`src/rtl/nw_pkg.sv`:
```
// Shared definitions for the Needleman-Wunsch fill datapath: sequencer state
// encoding, index-counter command set, symbol width and default length.
package nw_pkg;

    localparam int NW_SYM_W     = 3;
    localparam int NW_N_DEFAULT = 16;

    typedef enum logic [2:0] {
        ST_IDLE,
        ST_INIT_ROW,
        ST_INIT_COL,
        ST_ADDR,
        ST_READ,
        ST_CMP,
        ST_CELL,
        ST_DONE
    } nw_sched_state_t;

    // Commands the sequencer issues to the nested i/j counter.
    typedef enum logic [2:0] {
        CNT_HOLD,
        CNT_CLR,         // i = j = 0
        CNT_INC_J,       // walk along row 0
        CNT_INC_I,       // walk down column 0
        CNT_FIRST_COL,   // i = 1, j = 0
        CNT_FIRST_CELL,  // i = j = 1
        CNT_STEP         // row-major step over the inner cells
    } nw_cnt_cmd_t;

    // Sequence-RAM address width; a one-symbol sequence still needs one bit.
    function automatic int nw_addr_width(input int n);
        return (n > 1) ? $clog2(n) : 1;
    endfunction

endpackage

```
`src/rtl/nw_index_counter.sv`:
```
// Nested i/j matrix index counter. The sequencer drives it through both the
// boundary-initialisation walk and the row-major inner-cell walk.
module nw_index_counter
    import nw_pkg::*;
#(
    parameter int N  = NW_N_DEFAULT,
    parameter int CW = $clog2(N + 1)
)(
    input  logic          i_clk,
    input  logic          i_rst_n,
    input  nw_cnt_cmd_t   i_cmd,
    output logic [CW-1:0] o_i,
    output logic [CW-1:0] o_j,
    output logic          o_wrap_j,
    output logic          o_last_i,
    output logic          o_last
);

    localparam logic [CW-1:0] C_N   = CW'(N);
    localparam logic [CW-1:0] C_ONE = CW'(1);

    logic [CW-1:0] r_i;
    logic [CW-1:0] r_j;

    // Index update; values never exceed N because the sequencer only steps
    // while the relevant index is still below N.
    always_ff @(posedge i_clk or negedge i_rst_n) begin
        if (!i_rst_n) begin
            r_i <= '0;
            r_j <= '0;
        end else begin
            case (i_cmd)
                CNT_CLR: begin
                    r_i <= '0;
                    r_j <= '0;
                end
                CNT_INC_J:      r_j <= r_j + C_ONE;
                CNT_INC_I:      r_i <= r_i + C_ONE;
                CNT_FIRST_COL: begin
                    r_i <= C_ONE;
                    r_j <= '0;
                end
                CNT_FIRST_CELL: begin
                    r_i <= C_ONE;
                    r_j <= C_ONE;
                end
                CNT_STEP: begin
                    if (r_j == C_N) begin
                        r_j <= C_ONE;
                        r_i <= r_i + C_ONE;
                    end else begin
                        r_j <= r_j + C_ONE;
                    end
                end
                default: ;
            endcase
        end
    end

    assign o_i      = r_i;
    assign o_j      = r_j;
    assign o_wrap_j = (r_j == C_N);
    assign o_last_i = (r_i == C_N);
    assign o_last   = (r_i == C_N) && (r_j == C_N);

endmodule

```
`src/rtl/nw_fill_scheduler.sv`:
```
// Needleman-Wunsch score-matrix fill sequencer: boundary writes for row 0 and
// column 0, then one strictly serialised inner cell at a time (address, read,
// compare, hand-off to the cell unit over req/ack).
// Optional build macro: NW_SCHED_PERF_EN adds the o_perf_cycles busy counter.
module nw_fill_scheduler
    import nw_pkg::*;
#(
    parameter int N  = NW_N_DEFAULT,
    parameter int AW = nw_addr_width(N),
    parameter int CW = $clog2(N + 1)
)(
    input  logic          i_clk,
    input  logic          i_rst_n,
    input  logic          i_start,
    output logic          o_busy,
    output logic          o_done,
    output logic [AW-1:0] o_addr_a,
    output logic [AW-1:0] o_addr_b,
    output logic          o_en_read,
    input  logic          i_match,
    output logic          o_init_we,
    output logic [CW-1:0] o_cell_i,
    output logic [CW-1:0] o_cell_j,
    output logic          o_cell_req,
    output logic          o_cell_match,
    input  logic          i_cell_ack
`ifdef NW_SCHED_PERF_EN
    ,
    output logic [31:0]   o_perf_cycles
`endif
);

    localparam logic [CW-1:0] C_ONE = CW'(1);

    nw_sched_state_t r_state;
    nw_sched_state_t w_state_next;
    nw_cnt_cmd_t     w_cnt_cmd;

    logic [CW-1:0] w_i;
    logic [CW-1:0] w_j;
    logic          w_wrap_j;
    logic          w_last_i;
    logic          w_last;

    logic [AW-1:0] r_addr_a;
    logic [AW-1:0] r_addr_b;
    logic          r_cell_match;

    nw_index_counter #(
        .N  (N),
        .CW (CW)
    ) u_index (
        .i_clk    (i_clk),
        .i_rst_n  (i_rst_n),
        .i_cmd    (w_cnt_cmd),
        .o_i      (w_i),
        .o_j      (w_j),
        .o_wrap_j (w_wrap_j),
        .o_last_i (w_last_i),
        .o_last   (w_last)
    );

    // State register.
    always_ff @(posedge i_clk or negedge i_rst_n) begin
        if (!i_rst_n) begin
            r_state <= ST_IDLE;
        end else begin
            r_state <= w_state_next;
        end
    end

    // Next-state, counter command and state-decoded strobes.
    always_comb begin
        w_state_next = r_state;
        w_cnt_cmd    = CNT_HOLD;
        o_busy       = (r_state != ST_IDLE);
        o_done       = 1'b0;
        o_init_we    = 1'b0;
        o_en_read    = 1'b0;
        o_cell_req   = 1'b0;
        case (r_state)
            ST_IDLE: begin
                if (i_start) begin
                    w_cnt_cmd    = CNT_CLR;
                    w_state_next = ST_INIT_ROW;
                end
            end
            ST_INIT_ROW: begin
                o_init_we = 1'b1;
                if (w_wrap_j) begin
                    w_cnt_cmd    = CNT_FIRST_COL;
                    w_state_next = ST_INIT_COL;
                end else begin
                    w_cnt_cmd = CNT_INC_J;
                end
            end
            ST_INIT_COL: begin
                o_init_we = 1'b1;
                if (w_last_i) begin
                    w_cnt_cmd    = CNT_FIRST_CELL;
                    w_state_next = ST_ADDR;
                end else begin
                    w_cnt_cmd = CNT_INC_I;
                end
            end
            ST_ADDR: begin
                w_state_next = ST_READ;
            end
            ST_READ: begin
                o_en_read    = 1'b1;
                w_state_next = ST_CMP;
            end
            ST_CMP: begin
                w_state_next = ST_CELL;
            end
            ST_CELL: begin
                o_cell_req = 1'b1;
                if (i_cell_ack) begin
                    if (w_last) begin
                        w_state_next = ST_DONE;
                    end else begin
                        w_cnt_cmd    = CNT_STEP;
                        w_state_next = ST_ADDR;
                    end
                end
            end
            ST_DONE: begin
                o_done       = 1'b1;
                w_state_next = ST_IDLE;
            end
            default: begin
                w_state_next = ST_IDLE;
            end
        endcase
    end

    // Sequence-RAM addresses are captured in ADDR; the comparator result is
    // captured at the end of CMP and held through the whole CELL hand-off.
    always_ff @(posedge i_clk or negedge i_rst_n) begin
        if (!i_rst_n) begin
            r_addr_a     <= '0;
            r_addr_b     <= '0;
            r_cell_match <= 1'b0;
        end else begin
            if (r_state == ST_ADDR) begin
                r_addr_a <= AW'(w_i - C_ONE);
                r_addr_b <= AW'(w_j - C_ONE);
            end
            if (r_state == ST_CMP) begin
                r_cell_match <= i_match;
            end
        end
    end

    assign o_addr_a     = r_addr_a;
    assign o_addr_b     = r_addr_b;
    assign o_cell_match = r_cell_match;
    assign o_cell_i     = w_i;
    assign o_cell_j     = w_j;

`ifdef NW_SCHED_PERF_EN
    logic [31:0] r_perf_cycles;

    // Busy-cycle counter: cleared on an accepted start, saturating, held in IDLE.
    always_ff @(posedge i_clk or negedge i_rst_n) begin
        if (!i_rst_n) begin
            r_perf_cycles <= '0;
        end else if (r_state == ST_IDLE) begin
            if (i_start) begin
                r_perf_cycles <= '0;
            end
        end else if (r_perf_cycles != 32'hFFFF_FFFF) begin
            r_perf_cycles <= r_perf_cycles + 32'd1;
        end
    end

    assign o_perf_cycles = r_perf_cycles;
`endif

endmodule

```
`config.mk`:
```
export PLATFORM = sky130hd
export DESIGN_NAME = nw_fill_scheduler
export DESIGN_NICKNAME = d
export VERILOG_FILES = /design/src/rtl/nw_pkg.sv /design/src/rtl/nw_index_counter.sv /design/src/rtl/nw_fill_scheduler.sv
export SDC_FILE = /design/constraint.sdc
export NUM_CORES = 1
export LEC_CHECK = 0
export ABC_CLOCK_PERIOD_IN_PS = 2250
export CAP_MARGIN = 0
export CORE_ASPECT_RATIO = 1.25
export CORE_UTILIZATION = 31
export DETAILED_ROUTE_END_ITERATION = 12
export SYNTH_ARGS = -nofsm -noshare
export SYNTH_HDL_FRONTEND = slang
export SYNTH_HIERARCHICAL = 1
export SYNTH_SLANG_ARGS = --single-unit
```
`constraint.sdc`:
```
create_clock -name i_clk -period 2.25 [get_ports i_clk]
set_input_delay 0.5625 -clock i_clk [delete_from_list [all_inputs] [get_ports i_clk]]
set_output_delay 0.5625 -clock i_clk [all_outputs]
set_load 0.005 [all_outputs]
```
; ---- After elaboration in Yosys (flattened, before gate mapping)
; Cells that the tools add are included.
[totals]
mem_bits_rw = 0
reg_bits = 22
latchBits = 0
input_bits = 5
output_inout_bits = 24
mem_count = 0
mem_bits_ro = 0
[op_classes]
div_mod_pow = 0
n_eq_ne = 20
n_bitwise = 0
order_cmp = 0
n_mul = 0
n_reduce_logical = 10
n_mux = 20
shifts = 0
n_addsub = 4
[ops]
columns = cell, n
row1 = case mux 5 bit (4 select lines), 2
row2 = two-way mux 3 bit, 9
row3 = case mux 3 bit (8 select lines), 1
row4 = "== test 3 bit, second input constant", 7
row5 = "== test 3 x 2 -> 1 bit, second input constant", 4
row6 = case mux 3 bit (4 select lines), 1
row7 = "adder 5 x 1 -> 5 bit, second input constant", 2
row8 = "== test 5 bit, second input constant", 2
row9 = two-way mux 5 bit, 2
row10 = nonzero test 4 bit, 2
row11 = "subtractor 4 x 1 -> 4 bit, second input constant", 2
row12 = "== test 3 x 1 -> 1 bit, second input constant", 2
row13 = "!= test 2 x 1 -> 1 bit, second input constant", 3
row14 = OR reduction 2 bit, 3
row15 = two-way mux 1 bit, 5
row16 = "!= test 2 bit, second input constant", 2
row17 = AND reduction 4 bit, 1
row18 = zero test 3 bit, 1
row19 = nonzero test 3 bit, 1
row20 = AND reduction 2 bit, 1
row21 = logical AND 1 bit, 1

; ---- Logic depth before layout (Yosys ltp)
[depth]
depth_word = 9
ltp_mapped = 13
ltp_nobuf = 11

; ---- By module
; The synthesis kept the hierarchy.
[modules_own_cells]
columns = mod, instances, seq_area_each_um2, cells_per_inst, area_per_inst_um2
row1 = nw_index_counter, 1, 250.2, 86, 726.9
row2 = nw_fill_scheduler, 1, 300.3, 73, 698.2

; ---- Worst setup path after synthesis
; OpenSTA, ideal clock, no wires.
[synth_timing]
kind = reg2reg
start = reg u_index.r_j[0], in the netlist u_index/o_j[0]
end = reg u_index.r_j[0], in the netlist u_index/o_j[0]
setup_ns = 0.126
stages_incl_launch_ff = 12
t_required_ns = 2.124
setup_slack_ns = -0.250
arrival_ns = 2.374
path_cell_list = dfrtp_1 inv_1 ha_1 nor4bb_1 buf_4 and2_2 nor2b_1 a21oi_1 o2bb2ai_1 clkbuf_1 o21ai_0 a221o_1
[synth_between]
elab_chain_cells = 8
[synth_rtl]
columns = element, line_no
row1 = start: declaration, nw_index_counter.sv:23  ; logic [CW-1:0] r_j;
row2 = start signal: assignment, nw_index_counter.sv:37  ; CNT_INC_J: r_j <= r_j + C_ONE;
row3 = start signal: assignment, nw_index_counter.sv:52  ; r_j <= r_j + C_ONE;
row4 = == test 5 bit *, nw_index_counter.sv:62  ; assign o_wrap_j = (r_j == C_N);
row5 = net w_wrap_j, nw_fill_scheduler.sv:41  ; logic w_wrap_j;
row6 = logical AND 1 bit *, nw_index_counter.sv:64  ; assign o_last = (r_i == C_N) && (r_j == C_N);
row7 = net w_last, nw_fill_scheduler.sv:43  ; logic w_last;
row8 = two-way mux 3 bit *, nw_fill_scheduler.sv:119  ; if (w_last) begin
row9 = two-way mux 3 bit *, nw_fill_scheduler.sv:118  ; if (i_cell_ack) begin
row10 = case mux 3 bit (4 select lines) *, nw_fill_scheduler.sv:81  ; case (r_state)
row11 = net w_cnt_cmd[1], nw_fill_scheduler.sv:37  ; nw_cnt_cmd_t w_cnt_cmd;
row12 = == test 3 x 1 -> 1 bit / == test 3 bit (equally long branches), nw_index_counter.sv:32  ; case (i_cmd)
row13 = OR reduction 2 bit (no source line), --
row14 = case mux 5 bit (4 select lines) / nonzero test 4 bit (equally long branches), --
; Mark *: on every way through the listed nets, which the timed path passes. The rest lies on a longest branch.
; A chain may end at the register's enable or synchronous reset.

; ---- Final worst setup path
[layout_timing]
start = reg u_index.r_j[0], in the netlist u_index/o_j[0]
end = reg u_index.r_j[0], in the netlist u_index/o_j[0]
[layout_between]
elab_chain_cells = 8
[layout_rtl]
columns = element, line_no
row1 = == test 5 bit *, nw_index_counter.sv:62
row2 = net w_wrap_j, nw_fill_scheduler.sv:41
row3 = logical AND 1 bit, nw_index_counter.sv:64
row4 = two-way mux 3 bit, nw_fill_scheduler.sv:119
row5 = two-way mux 3 bit, nw_fill_scheduler.sv:118
row6 = case mux 3 bit (4 select lines) *, nw_fill_scheduler.sv:81
row7 = net w_cnt_cmd[2], nw_fill_scheduler.sv:37
row8 = == test 3 x 1 -> 1 bit / == test 3 bit (equally long branches), nw_index_counter.sv:32
row9 = OR reduction 2 bit (no source line), --
row10 = case mux 5 bit (4 select lines) / nonzero test 4 bit (equally long branches), --
; Marked as above.

==> results.md <==
* sky130_fd_sc_hd__dfrtp_1 — cell type with the largest total area after synthesis
* 1.71 mW — Int Pwr
* 0.08 ns — Clock transition at path regs
* 28 — count of port buffers added during placement
* 445 MHz — fmax
* 0 — number of diodes added for antenna fixing
* 0 — Setup Viol. Count Final
* 38.5% — Sw Share
* 2.40 ns — data required time of the worst path
* u_index/o_j[0] — reg-to-reg startpoint
* 0 — EDFF count, synth
* 13.3 um — wire length per cell
* 38.6% — post-synth top area share
* 22 — number of register bits inferred by synthesis
* 264 — number of instances in the placed design
* 2 — Hold Path Stages
* 0 — hold-fix buffer count after cts
* 0.865 — routability cong.
* 2.90% — multiplexer area fraction after synthesis
* 3 — clock buffer count from CTS
* register — startpoint types
* 231 — number of nets in the final layout
* 1341 — via count of the first global-routing pass
* 0.00249 ns — final setup skew
* 3690 um — final routed wirelength across all metal layers
* 0.00143 mm^2 — Netlist Area Pre-Place
* 0 — count of maximum capacitance violations
* 0.00443 mm^2 — Core Footprint
* 23 — largest net degree at the start of global routing
* 25.6% — register share of total power
* 0.003 ns — slack of the worst reg-to-reg path
* 27 — placement row count
* 15.8% — total track usage
* 36 — number of violations reported at the end of detailed-routing iteration 0
* 0 — initial antenna violation count
* 63.8% — combinational group share of total power
* 2.78 mW — overall power after layout
* 29 — IO Pins
* u_index/o_j[0] — endpoint of the worst-slack reg-to-reg timing path
* 11 — reg2reg path depth
* 32.2% — effective utilization at floorplan
* 38.6% — register area share after synthesis
* 1.07 mW — switching power
* sky130_fd_sc_hd__dfrtp_1 (39%), sky130_fd_sc_hd__ha_1 (5.3%), sky130_fd_sc_hd__nand2_1 (4.5%) — top area cells in the synthesized netlist
* 55.0% — area growth from synthesis to layout
* 2.25 ns — post-layout minimum cycle time
* 34.2% — fraction of layout instances using a drive strength above 1
* 1260 mW/mm^2 — power per unit of standard cell area
* 2500 um — HPWL reported at the end of detailed placement
* 2 — clk buf depth
* 0 — final count of hold timing violations
* 10.6% — share of power burned in the clock network
* 0.000452 V — IR Drop Worst-Case VDD
* finished clean — status
* 0.00487 mm^2 — area enclosed by the die boundary
* 99.9% — post-route fraction of the period consumed by the critical path
* register — type of element capturing the critical path
* 0 — number of slew-limit violations in the final report
* 159 — Gate Count Post-Synth
* 5.27% — adder-cell share of the synthesized area
* 6220 um — first-pass GRT wire length
* 2.40 ns — arrival time at the worst endpoint
* 8.96 um^2 — post-synthesis average cell area
* 0.26 ns — Clk Latency, worst-skew pair
* built — TritonCTS clock tree
* 24.7% — Simple-Gate Fraction of Synth Area
* sky130_fd_sc_hd__dfrtp_1 — most frequently used flop master after synthesis
* 77.8 um — die extent in y
* reg -> reg — class of the worst hold path
* simple AND/OR/NAND/NOR gates — combinational family with the most area after synthesis
* 0.413 ns — actual transition at the worst max-transition pin
* reg -> reg — crit path kind
* 4 — iteration count of the initial detailed-routing pass
* 277 — count of non-filler cells in the finished layout
* 0.927 nW — P_leak
* o_addr_b[2] — endpoint of the worst hold-timing path
* 1363 — detailed-route via count
* 4.92 — Via-to-Cell Ratio
* yes — setup repair after global routing missed its margin
* 1 — number of H-tree levels
* 47 — distinct cell type count of the synthesized netlist
* 0 — GRT overflow
* 0 — number of remaining DRC errors
* sky130_fd_sc_hd__buf_4 — most common cell after layout, fill and taps aside
* 8 — Max FO, Critical Path
* 100% — async set-or-reset flop fraction in the synthesized netlist
* 22 — clk sinks
* o_addr_b[2] — Worst Min Path Start
* sky130_fd_sc_hd__clkbuf_8 — root cell of the clock tree
* 6 — count of warnings emitted by yosys
* 0 — DRT antenna net count
* 72.4% — Max-Slew Margin vs Limit
* 62.6 um — Chip Width
* 4.30% — xor and xnor fraction of the mapped netlist area
* sky130_fd_sc_hd__buf_4 (31), sky130_fd_sc_hd__clkdlybuf4s50_1 (27), sky130_fd_sc_hd__dfrtp_1 (17) — commonest cells after routing, fill and taps aside
* 18.0% — fraction of the mapped netlist area in compound gates
* 170 — nets in the synthesized netlist
-- critical path: stages, from the launching register on --
cell and delay (ns):
sky130_fd_sc_hd__dfrtp_2 0.41, sky130_fd_sc_hd__inv_2 0.08, sky130_fd_sc_hd__ha_4 0.12, sky130_fd_sc_hd__nor4bb_4 0.19, sky130_fd_sc_hd__buf_4 0.18, sky130_fd_sc_hd__buf_8 0.12
sky130_fd_sc_hd__a22oi_2 0.06, sky130_fd_sc_hd__o2bb2ai_2 0.28, sky130_fd_sc_hd__or2_4 0.20, sky130_fd_sc_hd__o21ai_2 0.06, sky130_fd_sc_hd__and2_1 0.17, sky130_fd_sc_hd__a221o_1 0.25
-- through the flow --
| step | utilization (%) | hold WS, ns | area, um^2 | setup slack [ns] | TNS, ns |
|---|---|---|---|---|---|
| 2_1_floorplan | - | 0.267 | 1440 | 0.00569 | 0 |
| 3_3_place_gp | 43.8 | 0.461 | 1940 | -0.128 | -0.411 |
| 3_5_place_dp | 43.8 | 0.470 | 1940 | -0.183 | -0.807 |
| 4_1_cts | 47.0 | 0.490 | 2080 | -0.0233 | -0.0253 |
| 5_1_grt | 49.9 | 0.513 | 2210 | -0.0681 | -0.309 |
| 6_report | 49.9 | 0.481 | 2210 | 0.00293 | 0 |
-- power groups by stage --
stage	clock network [mW]	logic [mW]	registers, mW
floorplan	0	0.810	0.739
global placement	0	1.50	0.708
detailed placement	0	1.51	0.716
CTS	0.298	1.66	0.694
global route	0.316	1.95	0.735
finish	0.294	1.77	0.709
-- flip-flops by register name, indices dropped and copies added, names as in the netlist --
| register | flops |
|---|---|
| u_index/o_i | 5 |
| u_index/o_j | 5 |
| o_addr_a | 4 |
| o_addr_b | 4 |
| r_state | 3 |
| o_cell_match | 1 |
-- area by class of cell --
cell class	count	area, um^2
clock buffers	4	55.1
repair buffers	63	564
multi-input cells	120	922
flip-flops and latches	22	557
fillers	423	2220
inverters	10	37.5
well taps	58	72.6
-- synth_stat cells (all sizes together) (2+ instances only) --
library cell / instances
nand3: 7
and2: 4
nor4bb: 2
nor3: 5
nor2: 10
nand2b: 2
ha: 6
inv: 10
nor2b: 4
nand2: 17
o2bb2ai: 2
nor3b: 3
buf: 6
dfrtp: 22
mux2i: 3
nand3b: 2
a21oi: 9
or2: 2
o21ai: 17
xnor2: 7
o211ai: 2
-- logic make-up (layout without fill, tap and decap cells) --
kind of cell | count (synthesis) | after routing
and+or+nand+nor | 63 | 63
adders and majority gates | 6 | 6
AOI/OAI and AO/OA | 40 | 40
xor gates and xnor gates | 7 | 7
muxes | 4 | 4
buffers and inverters | 17 | 77
DFF | 22 | 22
-- layer usage --
| metal | global-route usage [%] | wire, um |
|---|---|---|
| met1 | 19.9 | 1650 |
| met4 | 6.51 | 79 |
| met3 | 0.882 | 53 |
| met2 | 27.8 | 1910 |
| met5 | 0 | 0 |
-- worst max path at each step --
stage | slack (ns) | end | startpoint | cells after the start
2_1_floorplan | 0.006 | u_index/o_j[0] | u_index/o_j[0] | 11
3_3_place_gp | -0.13 | u_index/o_j[0] | i_cell_ack | 8
3_5_place_dp | -0.18 | u_index/o_j[0] | i_cell_ack | 8
4_1_cts | -0.02 | u_index/o_j[2] | u_index/o_j[0] | 14
5_1_grt | -0.07 | u_index/o_j[0] | u_index/o_j[0] | 11
6_report | 0.003 | u_index/o_j[0] | u_index/o_j[0] | 11
-- what timing repair did --
item / 4_1_cts / 5_1_grt
resized for setup: 12 / 24
hold endpoints to repair: 0 / 0
setup endpoints to repair: 12 / 14
pin swaps: 3 / 9
setup buffers: 5 / 4
No activity file was read; power rests on OpenSTA's default activity.
